--- config.mk ---
export PLATFORM = sky130hd
export DESIGN_NAME = i2c_bus_driver
export DESIGN_NICKNAME = d
export VERILOG_FILES = /design/src/rtl/i2c_bus_driver.sv
export SDC_FILE = /design/constraint.sdc
export NUM_CORES = 1
export LEC_CHECK = 0
export ABC_AREA = 0
export CAP_MARGIN = 20
export CORE_MARGIN = 10
export CORE_UTILIZATION = 40
export CTS_CLUSTER_SIZE = 16
export DETAILED_ROUTE_END_ITERATION = 8
export PLACE_DENSITY = 0.65
export SLEW_MARGIN = 5
export SYNTH_ARGS = -nofsm -noshare
export SYNTH_HDL_FRONTEND = slang
export SYNTH_SLANG_ARGS = --single-unit
--- constraint.sdc ---
create_clock -name clk -period 3.4 [get_ports clk]
set_clock_uncertainty 0.2 [all_clocks]
set_input_delay 1.02 -clock clk [delete_from_list [all_inputs] [get_ports clk]]
set_output_delay 1.02 -clock clk [all_outputs]
set_load 0.005 [all_outputs]
--- src/rtl/i2c_bus_driver.sv ---
// i2c_bus_driver: bit-level I2C master line driver executing START, STOP,
// WRITE and READ commands, with clock-stretch tolerant timing and
// arbitration-loss detection.
module i2c_bus_driver #(
    parameter int unsigned T_LOW    = 4,
    parameter int unsigned T_HIGH   = 4,
    parameter int unsigned T_SU_STA = 4,
    parameter int unsigned T_HD_STA = 4,
    parameter int unsigned T_SU_STO = 4,
    parameter int unsigned T_BUF    = 4
) (
    input  logic       clk,
    input  logic       rst,
    input  logic [1:0] cmd,
    input  logic       cmd_vld,
    output logic       cmd_rdy,
    input  logic       din,
    output logic       dout,
    output logic       done,
    output logic       arb_lost,
    output logic       scl_o,
    output logic       sda_o,
    input  logic       scl_i,
    input  logic       sda_i
);

    localparam logic [1:0] CMD_START = 2'd0;
    localparam logic [1:0] CMD_STOP  = 2'd1;
    localparam logic [1:0] CMD_WRITE = 2'd2;
    localparam logic [1:0] CMD_READ  = 2'd3;

    localparam int unsigned T_M0  = (T_LOW > T_HIGH) ? T_LOW : T_HIGH;
    localparam int unsigned T_M1  = (T_SU_STA > T_HD_STA) ? T_SU_STA : T_HD_STA;
    localparam int unsigned T_M2  = (T_SU_STO > T_BUF) ? T_SU_STO : T_BUF;
    localparam int unsigned T_M3  = (T_M0 > T_M1) ? T_M0 : T_M1;
    localparam int unsigned T_MAX = (T_M2 > T_M3) ? T_M2 : T_M3;
    localparam int unsigned CW    = (T_MAX > 1) ? $clog2(T_MAX) : 1;

    typedef enum logic [3:0] {
        IDLE, RS_LO, SU_STA, HD_STA, BIT_LO, BIT_HI, STO_LO, SU_STO, BUF, DONE
    } state_t;

    state_t        state, state_nxt;
    logic [CW-1:0] cnt, cnt_nxt, phase_last;
    logic [1:0]    cmd_q, cmd_q_nxt;
    logic          err_q, err_nxt;
    logic          own, own_nxt;
    logic          scl_nxt, sda_nxt, done_nxt, arb_nxt, dout_nxt;
    logic          cnt_run, cnt_end, sda_lost;

    // Last counter value of the current timed phase.
    always_comb begin
        phase_last = '0;
        case (state)
            RS_LO, BIT_LO, STO_LO: phase_last = CW'(T_LOW - 1);
            SU_STA:                phase_last = CW'(T_SU_STA - 1);
            HD_STA:                phase_last = CW'(T_HD_STA - 1);
            BIT_HI:                phase_last = CW'(T_HIGH - 1);
            SU_STO:                phase_last = CW'(T_SU_STO - 1);
            BUF:                   phase_last = CW'(T_BUF - 1);
            default:               phase_last = '0;
        endcase
    end

    // Counter only advances while the bus SCL matches what we drive (stretch freeze).
    assign cnt_run  = (scl_i == scl_o);
    assign cnt_end  = cnt_run && (cnt == phase_last);
    assign sda_lost = scl_i && sda_o && !sda_i;

    // Next-state, counter and output decode.
    always_comb begin
        state_nxt = state;
        cnt_nxt   = cnt_run ? cnt + CW'(1) : cnt;
        cmd_q_nxt = cmd_q;
        err_nxt   = err_q;
        own_nxt   = own;
        scl_nxt   = scl_o;
        sda_nxt   = sda_o;
        done_nxt  = 1'b0;
        arb_nxt   = 1'b0;
        dout_nxt  = dout;

        case (state)
            IDLE: begin
                cnt_nxt = '0;
                if (cmd_vld && cmd_rdy) begin
                    cmd_q_nxt = cmd;
                    err_nxt   = 1'b0;
                    case (cmd)
                        CMD_START: begin
                            if (own) begin
                                state_nxt = RS_LO;
                                sda_nxt   = 1'b1;
                            end else if (scl_i && sda_i) begin
                                state_nxt = SU_STA;
                                scl_nxt   = 1'b1;
                                sda_nxt   = 1'b1;
                            end else begin
                                state_nxt = DONE;
                                err_nxt   = 1'b1;
                            end
                        end
                        CMD_STOP: begin
                            if (own) begin
                                state_nxt = STO_LO;
                                sda_nxt   = 1'b0;
                            end else begin
                                state_nxt = DONE;
                                err_nxt   = 1'b1;
                            end
                        end
                        CMD_WRITE: begin
                            if (own) begin
                                state_nxt = BIT_LO;
                                sda_nxt   = din;
                            end else begin
                                state_nxt = DONE;
                                err_nxt   = 1'b1;
                            end
                        end
                        CMD_READ: begin
                            if (own) begin
                                state_nxt = BIT_LO;
                                sda_nxt   = 1'b1;
                            end else begin
                                state_nxt = DONE;
                                err_nxt   = 1'b1;
                            end
                        end
                        default: state_nxt = IDLE;
                    endcase
                end
            end
            RS_LO: begin
                if (cnt_end) begin
                    state_nxt = SU_STA;
                    cnt_nxt   = '0;
                    scl_nxt   = 1'b1;
                end
            end
            SU_STA: begin
                if (sda_lost) begin
                    state_nxt = DONE;
                    cnt_nxt   = '0;
                    scl_nxt   = 1'b1;
                    sda_nxt   = 1'b1;
                    err_nxt   = 1'b1;
                end else if (cnt_end) begin
                    state_nxt = HD_STA;
                    cnt_nxt   = '0;
                    sda_nxt   = 1'b0;
                end
            end
            HD_STA: begin
                if (cnt_end) begin
                    state_nxt = DONE;
                    cnt_nxt   = '0;
                    scl_nxt   = 1'b0;
                end
            end
            BIT_LO: begin
                if (cnt_end) begin
                    state_nxt = BIT_HI;
                    cnt_nxt   = '0;
                    scl_nxt   = 1'b1;
                end
            end
            BIT_HI: begin
                // A read bit legitimately sees SDA pulled low by the slave.
                if ((cmd_q != CMD_READ) && sda_lost) begin
                    state_nxt = DONE;
                    cnt_nxt   = '0;
                    scl_nxt   = 1'b1;
                    sda_nxt   = 1'b1;
                    err_nxt   = 1'b1;
                end else if (cnt_end) begin
                    state_nxt = DONE;
                    cnt_nxt   = '0;
                    scl_nxt   = 1'b0;
                    if (cmd_q == CMD_READ) begin
                        dout_nxt = sda_i;
                    end
                end
            end
            STO_LO: begin
                if (cnt_end) begin
                    state_nxt = SU_STO;
                    cnt_nxt   = '0;
                    scl_nxt   = 1'b1;
                end
            end
            SU_STO: begin
                if (cnt_end) begin
                    state_nxt = BUF;
                    cnt_nxt   = '0;
                    sda_nxt   = 1'b1;
                end
            end
            BUF: begin
                if (cnt_end) begin
                    state_nxt = DONE;
                    cnt_nxt   = '0;
                end
            end
            DONE: begin
                state_nxt = IDLE;
                cnt_nxt   = '0;
                done_nxt  = 1'b1;
                arb_nxt   = err_q;
                if (err_q) begin
                    own_nxt = 1'b0;
                end else if (cmd_q == CMD_START) begin
                    own_nxt = 1'b1;
                end else if (cmd_q == CMD_STOP) begin
                    own_nxt = 1'b0;
                end
            end
            default: begin
                state_nxt = IDLE;
                cnt_nxt   = '0;
            end
        endcase
    end

    // State, counter and registered outputs.
    always_ff @(posedge clk) begin
        if (rst) begin
            state    <= IDLE;
            cnt      <= '0;
            cmd_q    <= CMD_START;
            err_q    <= 1'b0;
            own      <= 1'b0;
            scl_o    <= 1'b1;
            sda_o    <= 1'b1;
            done     <= 1'b0;
            arb_lost <= 1'b0;
            dout     <= 1'b0;
            cmd_rdy  <= 1'b1;
        end else begin
            state    <= state_nxt;
            cnt      <= cnt_nxt;
            cmd_q    <= cmd_q_nxt;
            err_q    <= err_nxt;
            own      <= own_nxt;
            scl_o    <= scl_nxt;
            sda_o    <= sda_nxt;
            done     <= done_nxt;
            arb_lost <= arb_nxt;
            dout     <= dout_nxt;
            cmd_rdy  <= (state_nxt == IDLE);
        end
    end

endmodule

==> summary.md, run 1 <==
| Metric | Value |
|---|---|
| Run status | finished, final reports clean |
| Die height | 72.8 µm |
| Clock Sinks | 17 |
| Post-synth EDFFs | 0 |
| Clock latency on the worst-skew pair | 290 ps |
| Vias | 1040 |
| Worst min path class | flop to flop |
| Slew Viols, Final | 0 |
| Fill cells | 273 |
| CP max stage cell | clkdlybuf4s50_1 |
| P_int | 0.000464 W |
| Most frequent cells in the layout | dfxtp_1 (17), nor2_1 (14), clkdlybuf4s50_1 (13), a21oi_1 (11), nand2_1 (9) |
| Met3 routed WL | 162 µm |
| Max clock buf depth | 2 |
| Number of gates resized after cts | 0 |
| 1st-iter DRT viols | 52 |
| Endpoint class of the critical path | flop |
| Die Width | 72.8 µm |
| Post-synthesis cell type count | 50 |
| Core area | 2710 µm² |
| P per Cell Area | 611 nW/µm² |
| Initial antenna violation count | 0 |
| Initial DRT Pass Iterations | 4 |
| Worst setup SP type | input port |
| Postcts setup bufs | 0 |
| # diodes | 0 |
| Final count of negative-setup-slack endpoints | 0 |
| Most used cell, CP | a211o_1 |
| Crit path buffers/inverters | 1 |
| Area growth, synth to finish | 16.2% |
| Post-DR vias/cell | 5.75 |
| Final count of hold timing violations | 0 |
| Starting density of the core | 41.1% |
| CTS Hold Bufs | 0 |
| Leakage | 0.472 nW |
| IO Port Bufs | 13 |
| Net Count, Synth | 145 |
| CP Cell Sequence | clkdlybuf4s50_1 > and3b_1 > a21oi_1 > a221o_1 > a211o_1 > a211o_1 |
| WL final | 2.62 mm |
| Clock tree from TritonCTS | done |
| Root buf cell | clkbuf_4 |
| Syn_area_per_cell | 8.14 µm² |
| DP HPWL | 2.01 mm |
| Final Wtd Congestion | 0.912 |
| Mapped Area | 1110 µm² |
| H-tree depth | 1 |
| GRT Total Usage | 10.1% |
| First-pass GRT wire length | 4.40 mm |
| Warnings, synthesis | 0 |
| Commonest non-fill, non-tap cell in the layout | dfxtp_1 |
| Final nets | 159 |
| Die ar. | 5300 µm² |
| Worst vdd ir | 311 µV |
| TNS Setup | 0 ps |
| GRT Residual Overflow | 0 |
| Clock network power share | 13.5% |
| RSZ-0062 raised after global routing | no |
| Arr. time, crit path | 2920 ps |
| CP max FO | 5 |
| Sw Ratio | 41.3% |
| Placed Area | 1270 µm² |
| Switching power | 0.000327 W |
| Post-Route M1 WL | 1.20 mm |
| Met2 Wirelength | 1.22 mm |
| Share of synthesized registers carrying an async set or reset | 0% |
| Rel. slew slack | 56.7% |
| Sequential element share of the synthesized area | 30.5% |
| Worst path required time | 3390 ps |
| Cell count after synthesis | 137 |
| Multi-input logic area | 726 µm² |
| Maxcap violations | 0 |
| Final Cycle Share | 86.1% |
| Seq pwr share | 41.1% |
| Synth Register Bits | 17 |
| IO Pins | 14 |
| # DRC | 0 |
| Cell family with most CP delay | compound AO/OA/AOI/OAI gates |
| Sequential cell area | 340 µm² |
| Largest net degree at the start of global routing | 19 |
| Routed Antenna Nets | 0 |
| Total chip power | 0.000791 W |
| Slew @ Worst Pin | 648 ps |
| Clock-pin slew on the worst setup and hold paths | 90 ps |
| Inserted Clock Buffers | 3 |
| Top routing layer in use | met4 |
| Cell area after layout | 1290 µm² |
| Std-Cell Rows | 19 |
| Crit-path max cell delay | 590 ps |
| Share of cells above drive strength 1 | 12.0% |
| Primary FF master, synth | dfxtp_1 |
| Combinational power share | 45.4% |
| Fmax | 342 MHz |
| Clock period minus final worst setup slack | 2930 ps |
| WS Path Type | input port to flop |
| Vias in the first global route | 1001 |
| Post-DR wirelength/cell | 14.5 µm |
worst register-to-register path: stages (launching register included):
cell	delay, ps
dfxtp_1	660
nor2_1	170
a32o_1	270
a22oi_2	230
a31oi_2	140
nor4_1	360
nor3_1	90
stage by stage:
| step | cells | utilization, % | setup WS [ps] | hold WS, ps |
|---|---|---|---|---|
| global route | 181 | 47.8 | 342 | 319 |
| finish | 181 | 47.8 | 472 | 304 |
| CTS | 181 | 47.8 | 477 | 305 |
| global placement | 177 | 46.8 | 194 | 282 |
| floorplan | 137 | - | 800 | 268 |
| detailed placement | 177 | 46.8 | 165 | 289 |
path summary, 6_finish.rpt:
path	from	slack (ps)	cells past startpoint	to
setup / recovery	scl_i	470	6	scl_o$_SDFFE_PP1P_
hold / removal	err_q$_SDFFE_PP0P_	300	2	err_q$_SDFFE_PP0P_
setup reg to reg	state[0]$_SDFF_PP0_	1160	6	phase_last[0]$_DFF_P_
hold reg to reg	err_q$_SDFFE_PP0P_	300	2	err_q$_SDFFE_PP0P_
sequential cells by signal, summed over array words and instances, names as in the netlist:
name / count
own: 1
arb_lost: 1
dout: 1
cnt: 2
state: 4
phase_last: 1
scl_o: 1
cmd_rdy: 1
sda_o: 1
err_q: 1
cmd_q: 2
done: 1
logic make-up (layout without fill, tap and decap cells):
group | after synthesis | count (layout) | synth area share [%]
multiplexers | 5 | 5 | 4.60
AO/OA/AOI/OAI | 40 | 40 | 25.0
XOR/XNOR | 5 | 5 | 4.60
AND/OR/NAND/NOR | 60 | 60 | 30.9
buffers and inverters | 10 | 23 | 4.38
flip-flops | 17 | 17 | 30.5
power by group through the flow:
stage	Combinational, W	Sequential, W	Clock (W)
after detailed placement	0.000360	0.000328	0
after global placement	0.000358	0.000330	0
after floorplan	0.000336	0.000269	0
final	0.000359	0.000325	0.000107
after CTS	0.000361	0.000324	0.000111
after global routing	0.000403	0.000336	0.000120
Yosys cell counts, types with 2 or more instances:
master	count	area (µm²)
or4_1	2	15.0
buf_2	3	15.0
o21ai_0	6	30.0
nor3_1	4	20.0
nand2_1	9	33.8
a21oi_1	11	55.1
nand3_1	5	25.0
a221o_1	2	20.0
nand3b_1	2	15.0
nand2b_1	5	31.3
o21ai_1	3	15.0
dfxtp_1	17	340
mux2i_1	4	40.0
nor4_1	2	12.5
a211o_1	2	17.5
nor2_1	14	52.6
inv_1	2	7.51
nor2b_1	5	31.3
o21a_1	3	22.5
clkbuf_1	3	11.3
xor2_1	3	26.3
or2_1	2	12.5
layer usage:
metal  vias to the layer above  GRT usage (%)
li1                        532              -
met1                       480           12.2
met2                        23           16.2
met3                         5           2.99
met4                         0           4.43
met5                         -              0
area by class of cell:
type | instances | area share, %
well taps | 31 | 3.00
flip-flops and latches | 17 | 26.3
repair buffers | 16 | 11.8
multi-input cells | 110 | 56.0
inverters | 3 | 0.870
clock buffers | 4 | 2.03
(Power assumes the default switching activity.)
==> run 2, diff against run 1 <==
--- a/config.mk
+++ b/config.mk
@@ -6,12 +6,12 @@
 export NUM_CORES = 1
 export LEC_CHECK = 0
 export ABC_AREA = 0
-export CAP_MARGIN = 20
+export CAP_MARGIN = 25
 export CORE_MARGIN = 10
 export CORE_UTILIZATION = 40
 export CTS_CLUSTER_SIZE = 16
 export DETAILED_ROUTE_END_ITERATION = 8
-export PLACE_DENSITY = 0.65
+export PLACE_DENSITY_LB_ADDON = 0.05
 export SLEW_MARGIN = 5
 export SYNTH_ARGS = -nofsm -noshare
 export SYNTH_HDL_FRONTEND = slang
==> summary.md, run 2 (synthesized netlist as in run 1, its figures left out) <==
| Metric | Value |
|---|---|
| Run status | finished, final reports clean |
| First-pass GRT wire length | 4.82 mm (+9.4%) |
| Rel. slew slack | 52.6% (-4.1 points) |
| Final worst setup slack | 435 ps (-37.3 ps) |
| Clock latency on the worst-skew pair | 290 ps (about the same) |
| Die ar. | 5300 µm² (unchanged) |
| Starting density of the core | 41.1% (unchanged) |
| Most frequent cells in the layout | dfxtp_1 (17), nor2_1 (14), clkdlybuf4s50_1 (13), a21oi_1 (11), nand2_1 (9) |
| CTS Hold Bufs | 0 (unchanged) |
| Arr. time, crit path | 2950 ps (+30 ps) |
| Share of cells above drive strength 1 | 12.0% (unchanged) |
| Largest net degree at the start of global routing | 19 (unchanged) |
| Final non-filler cell total | 181 (unchanged) |
| Root buf cell | clkbuf_4 |
| Top flop regs | state x4, cmd_q x2, cnt x2 |
| Fmax | 337 MHz (-1.3%) |
| Endpoint class of the critical path | flop |
| Postcts setup bufs | 0 (unchanged) |
| Final count of negative-setup-slack endpoints | 0 (unchanged) |
| Clock-pin slew on the worst setup and hold paths | 100 ps (about the same) |
| CP max FO | 5 (unchanged) |
| Final nets | 159 (unchanged) |
| Post-Place Worst Slack | 132 ps (-33.5 ps) |
| Area growth, synth to finish | 16.2% (unchanged) |
| GRT Total Usage | 10.8% (+0.72 points) |
| Die height | 72.8 µm (unchanged) |
| Vias | 1082 (+4.0%) |
| Cell area after layout | 1290 µm² (unchanged) |
| RSZ-0062 raised after global routing | no |
| Initial antenna violation count | 0 (unchanged) |
| Worst path required time | 3380 ps (about the same) |
| WL final | 2.81 mm (+7.2%) |
| IO Pins | 14 (unchanged) |
| Slew @ Worst Pin | 710 ps (+61.6 ps) |
| Routed Antenna Nets | 0 (unchanged) |
| IO Port Bufs | 13 (unchanged) |
| Commonest non-fill, non-tap cell in the layout | dfxtp_1 |
| Clock tree from TritonCTS | done |
| Post-DR vias/cell | 5.98 (+4.0%) |
| Placed Area | 1270 µm² (unchanged) |
| Max FFs per register | 4 (unchanged) |
| Most flops, register | state |
| GRT Residual Overflow | 0 (unchanged) |
| Worst vdd ir | 501 µV (+61%) |
| TNS Setup | 0 ps (unchanged) |
| Core area | 2710 µm² (unchanged) |
| Worst min path class | flop to flop |
| Slew Viols, Final | 0 (unchanged) |
| Number of gates resized after cts | 0 (unchanged) |
| Final Wtd Congestion | 0.849 (-6.9%) |
| # DRC | 0 (unchanged) |
| DP HPWL | 2.10 mm (+4.1%) |
| Vias in the first global route | 1032 (+3.1%) |
| P per Cell Area | 624 nW/µm² (+2.1%) |
| Die Width | 72.8 µm (unchanged) |
| Clock period minus final worst setup slack | 2970 ps (+37.3 ps) |
| Final Cycle Share | 87.2% (+1.1 points) |
| Leakage | 0.472 nW (unchanged) |
| Post-DR wirelength/cell | 15.5 µm (+7.2%) |
| # diodes | 0 (unchanged) |
| Maxcap violations | 0 (unchanged) |
| Dpl cells | 177 (unchanged) |
| WS Path Type | input port to flop |
| Max clock buf depth | 2 (unchanged) |
| Initial DRT Pass Iterations | 4 (unchanged) |
| Worst setup SP type | input port |
| Inserted Clock Buffers | 3 (unchanged) |
| Final count of hold timing violations | 0 (unchanged) |
| Clock Sinks | 17 (unchanged) |
| H-tree depth | 1 (unchanged) |
| 1st-iter DRT viols | 73 (+40%) |
| Std-Cell Rows | 19 (unchanged) |
[run 2: cell counts in the layout (fill, tap and decap cells not counted)]
Identical to the previous run, type by type.
[run 2: final cells by class]
| type | count | area (µm²) |
|---|---|---|
| multi-input combinational | 110 | 726 |
| sequential | 17 | 340 |
| tap | 31 | 38.8 |
| inverter | 3 | 11.3 |
| timing repair buffer | 16 | 153 |
| fill | 304 | 1420 |
| clock buffer | 4 | 26.3 |
[run 2: per-stage QoR]
step / utilization, % / power (W) / hold slack (ps)
floorplan: - / 0.000606 / 268
global placement: 46.8 / 0.000691 / 280
detailed placement: 46.8 / 0.000694 / 287
CTS: 47.8 / 0.000806 / 314
global route: 47.8 / 0.000872 / 336
finish: 47.8 / 0.000808 / 303
[run 2: routing by layer]
metal  routed length, µm  vias to the layer above  GRT usage [%]
met5                   0                        -              0
met4                  40                        0           2.95
met3                 191                        8           2.45
met2                1250                       45           16.9
met1                1330                      501           14.6
li1                    -                      528              -
[run 2: where the power goes]
part / internal, W / switching [W] / leakage (nW)
combinational: 0.000178 / 0.000190 / 0.318
clock: 0.0000456 / 0.0000632 / 0.0150
sequential: 0.000241 / 0.0000913 / 0.139
[run 2: worst max-delay path, stage by stage]
cell,delay [ps]
clkdlybuf4s50_1,590
and3b_1,300
a21oi_1,90
a221o_1,360
a211o_1,290
a211o_1,280
[run 2: worst paths after layout]
path | startpoint | to | slack, ps | cells past startpoint
worst max-delay path | scl_i | scl_o$_SDFFE_PP1P_ | 430 | 6
worst min-delay path | dout$_SDFFE_PP0P_ | dout$_SDFFE_PP0P_ | 300 | 2
worst max register to register | state[0]$_SDFF_PP0_ | phase_last[0]$_DFF_P_ | 1050 | 6
worst min register to register | dout$_SDFFE_PP0P_ | dout$_SDFFE_PP0P_ | 300 | 2
==> run 3, diff against run 2 <==
--- a/config.mk
+++ b/config.mk
@@ -5,7 +5,7 @@
 export SDC_FILE = /design/constraint.sdc
 export NUM_CORES = 1
 export LEC_CHECK = 0
-export ABC_AREA = 0
+export ABC_AREA = 1
 export CAP_MARGIN = 25
 export CORE_MARGIN = 10
 export CORE_UTILIZATION = 40
==> summary.md, run 3 <==
| Metric | Value |
|---|---|
| Run status | finished, final reports clean |
| Post-DR vias/cell | 5.11 (-14%) |
| M1 GR Usage | 13.7% (-0.83 points) |
| CTS Hold Bufs | 0 (unchanged) |
| Sw Ratio | 47.3% (+4.8 points) |
| Worst setup SP type | input port |
| 1st-iter DRT viols | 99 (+36%) |
| Total chip power | 0.000888 W (+9.8%) |
| Core area | 2710 µm² (unchanged) |
| Starting density of the core | 40.8% (-0.32 points) |
| Cell count after synthesis | 185 (+35%) |
| Initial DRT Pass Iterations | 5 (+1) |
| Top flop regs | state x4, cmd_q x2, cnt x2 |
| # DRC | 0 (unchanged) |
| Post-synth EDFFs | 0 (unchanged) |
| Mapped Area | 1110 µm² (-0.79%) |
| Endpoint class of the critical path | flop |
| CP max FO | 10 (+5) |
| Syn_area_per_cell | 5.98 µm² (-27%) |
| Root buf cell | clkbuf_4 |
| P_int | 0.000467 W (+0.72%) |
| Number of gates resized after cts | 0 (unchanged) |
| GRT Residual Overflow | 0 (unchanged) |
| Synth area leaders | dfxtp_1 (31%), nand2_1 (17%), nor2_1 (12%) |
| Final count of negative-setup-slack endpoints | 0 (unchanged) |
| Arr. time, crit path | 2700 ps (-250 ps) |
| Most frequent cells in the layout | nand2_1 (49), nor2_1 (35), inv_1 (19), dfxtp_1 (17), clkdlybuf4s50_1 (13) |
| Largest net degree at the start of global routing | 11 (-8) |
| Maxcap violations | 0 (unchanged) |
| Post-DR wirelength/cell | 13.2 µm (-15%) |
| Routed Antenna Nets | 0 (unchanged) |
| Area leader, netlist | dfxtp_1 |
| Clock period minus final worst setup slack | 2690 ps (-271 ps) |
| Clock latency on the worst-skew pair | 300 ps (about the same) |
| Clock tree from TritonCTS | done |
| TNS Setup | 0 ps (unchanged) |
| Met3 Usage GRT | 2.18% (-0.27 points) |
| Most flops, register | state |
| Final Wtd Congestion | 0.925 (+9.0%) |
| Worst min path class | flop to flop |
| Most Used Layer, Global Route | met2 |
| Placed Area | 1270 µm² (about the same) |
| Postcts setup bufs | 0 (unchanged) |
| Synth Register Bits | 17 (unchanged) |
| Die ar. | 5270 µm² (-0.56%) |
| Leakage | 0.613 nW (+30%) |
| Fill cells | 291 (-4.3%) |
| GRT Total Usage | 11.6% (+0.75 points) |
| Final Cycle Share | 79.3% (-8.0 points) |
| Vias in the first global route | 1076 (+4.3%) |
| Max FFs per register | 4 (unchanged) |
| Die height | 72.6 µm (-0.28%) |
| Final count of hold timing violations | 0 (unchanged) |
| Combinational power share | 53.5% (+8.0 points) |
| Rel. slew slack | 73.2% (+21 points) |
| DP HPWL | 2.43 mm (+16%) |
| Share of cells above drive strength 1 | 11.9% (-0.060 points) |
| Cell area after layout | 1300 µm² (about the same) |
| IO Port Bufs | 13 (unchanged) |
| Minimum hold slack | 280 ps (-22.5 ps) |
| Synth top area share | 30.8% (+0.24 points) |
| Sequential element share of the synthesized area | 30.8% (+0.24 points) |
| CP max stage cell | clkdlybuf4s50_1 |
| Final nets | 210 (+32%) |
| Switching power | 0.000420 W (+22%) |
| Post-synthesis cell type count | 24 (-52%) |
| # diodes | 0 (unchanged) |
| Commonest non-fill, non-tap cell in the layout | nand2_1 |
| Primary FF master, synth | dfxtp_1 |
| Net Count, Synth | 193 (+33%) |
| RSZ-0062 raised after global routing | no |
| Seq pwr share | 33.4% (-7.7 points) |
| WL final | 3.06 mm (+8.7%) |
| Area growth, synth to finish | 17.2% |
| CP Cell Sequence | clkdlybuf4s50_1 > nand2_1 > nand2_1 > nand3_2 > nand2_2 > nand2_1 > nor2_1 > nand2_1 > nand2_1 > nand3_2 > nand2_1 > nand2_1 |
| WS Path Type | input port to flop |
| Clock-pin slew on the worst setup and hold paths | 100 ps (about the same) |
| Vias | 1186 (+9.6%) |
| Die Width | 72.6 µm (-0.28%) |
| Initial antenna violation count | 0 (unchanged) |
| Max clock buf depth | 2 (unchanged) |
| First-pass GRT wire length | 4.84 mm (+0.42%) |
| Worst vdd ir | 518 µV (+3.4%) |
| Clock network power share | 13.1% (-0.4 points) |
| Crit-path max cell delay | 550 ps (-40 ps) |
| Top post-synthesis cells by count | nand2_1 (49), nor2_1 (35), inv_1 (19), dfxtp_1 (17), o21ai_0 (11) |
| Worst path required time | 3410 ps (+30 ps) |
| Warnings, synthesis | 0 (unchanged) |
| IO Pins | 14 (unchanged) |
| H-tree depth | 1 (unchanged) |
| Met2 usage | 19.7% (+2.9 points) |
| Share of synthesized registers carrying an async set or reset | 0% (unchanged) |
| Slew @ Worst Pin | 397 ps (-313 ps) |
| Inserted Clock Buffers | 3 (unchanged) |
| Fmax | 371 MHz (+10%) |
| P per Cell Area | 685 nW/µm² (+9.7%) |
| Most frequent cell after synthesis | nand2_1 |
| Most used cell, CP | nand2_1 |
| Std-Cell Rows | 19 (unchanged) |
| Clock Sinks | 17 (unchanged) |
| Slew Viols, Final | 0 (unchanged) |
-- run 3: cell count changes after synthesis, sizes merged, moves of 3 or more --
cell	change
nand2	+48
nor2	+27
inv	+19
nand2b	-5
nand3	+5
nor2b	-5
mux2i	-4
o21ai	+4
buf	-3
clkbuf	-3
o21a	-3
or4	-3
xor2	-3
-- run 3: cell type report --
| type | count | area (µm²) | area share (%) |
|---|---|---|---|
| Inverter | 23 | 87.6 | 6.76 |
| Clock buffer | 4 | 26.3 | 2.03 |
| Sequential cell | 17 | 340 | 26.3 |
| Tap cell | 31 | 38.8 | 2.99 |
| Timing Repair Buffer | 13 | 130 | 10.0 |
| Multi-Input combinational cell | 144 | 673 | 51.9 |
-- run 3: worst paths after layout --
check	startpoint	end	slack, ps	cells after the start
worst max-delay path	scl_i	phase_last[0]$_DFF_P_	710	12
worst min-delay path	err_q$_SDFFE_PP0P_	arb_lost$_SDFF_PP0_	280	2
worst max register to register	phase_last[0]$_DFF_P_	phase_last[0]$_DFF_P_	1580	10
worst min register to register	err_q$_SDFFE_PP0P_	arb_lost$_SDFF_PP0_	280	2
-- run 3: cell families after synthesis --
kind of cell / count (synthesis) / share of synthesized area (%)
simple gates: 115 / 45.4
compound gates: 28 / 14.7
buf+inv: 24 / 8.37
flops: 17 / 30.8
xor+xnor: 1 / 0.792
-- run 3: power by group through the flow --
stage                     combinational, W  clock [W]  sequential [W]
after floorplan                   0.000352          0        0.000290
after global placement            0.000476          0        0.000299
after detailed placement          0.000470          0        0.000301
after CTS                         0.000472   0.000117        0.000296
after global routing              0.000535   0.000124        0.000304
final                             0.000475   0.000116        0.000297
-- run 3: per-layer routing --
metal	vias to the layer above	wire (µm)
met5	-	0
met2	34	1390
li1	625	-
met1	519	1360
met4	0	68
met3	8	227
-- run 3: critical path: cells and delay by family --
family	cells	cell delay, ps
AND/OR/NAND/NOR	11	1130
buffers and inverters	1	550
-- run 3: per-stage QoR --
step | utilization (%) | worst slack (ps) | instances
after floorplan | - | 1220 | 185
after global placement | 46.9 | 411 | 228
after detailed placement | 46.9 | 399 | 228
after CTS | 47.8 | 714 | 232
after global routing | 47.8 | 599 | 232
final | 47.8 | 705 | 232
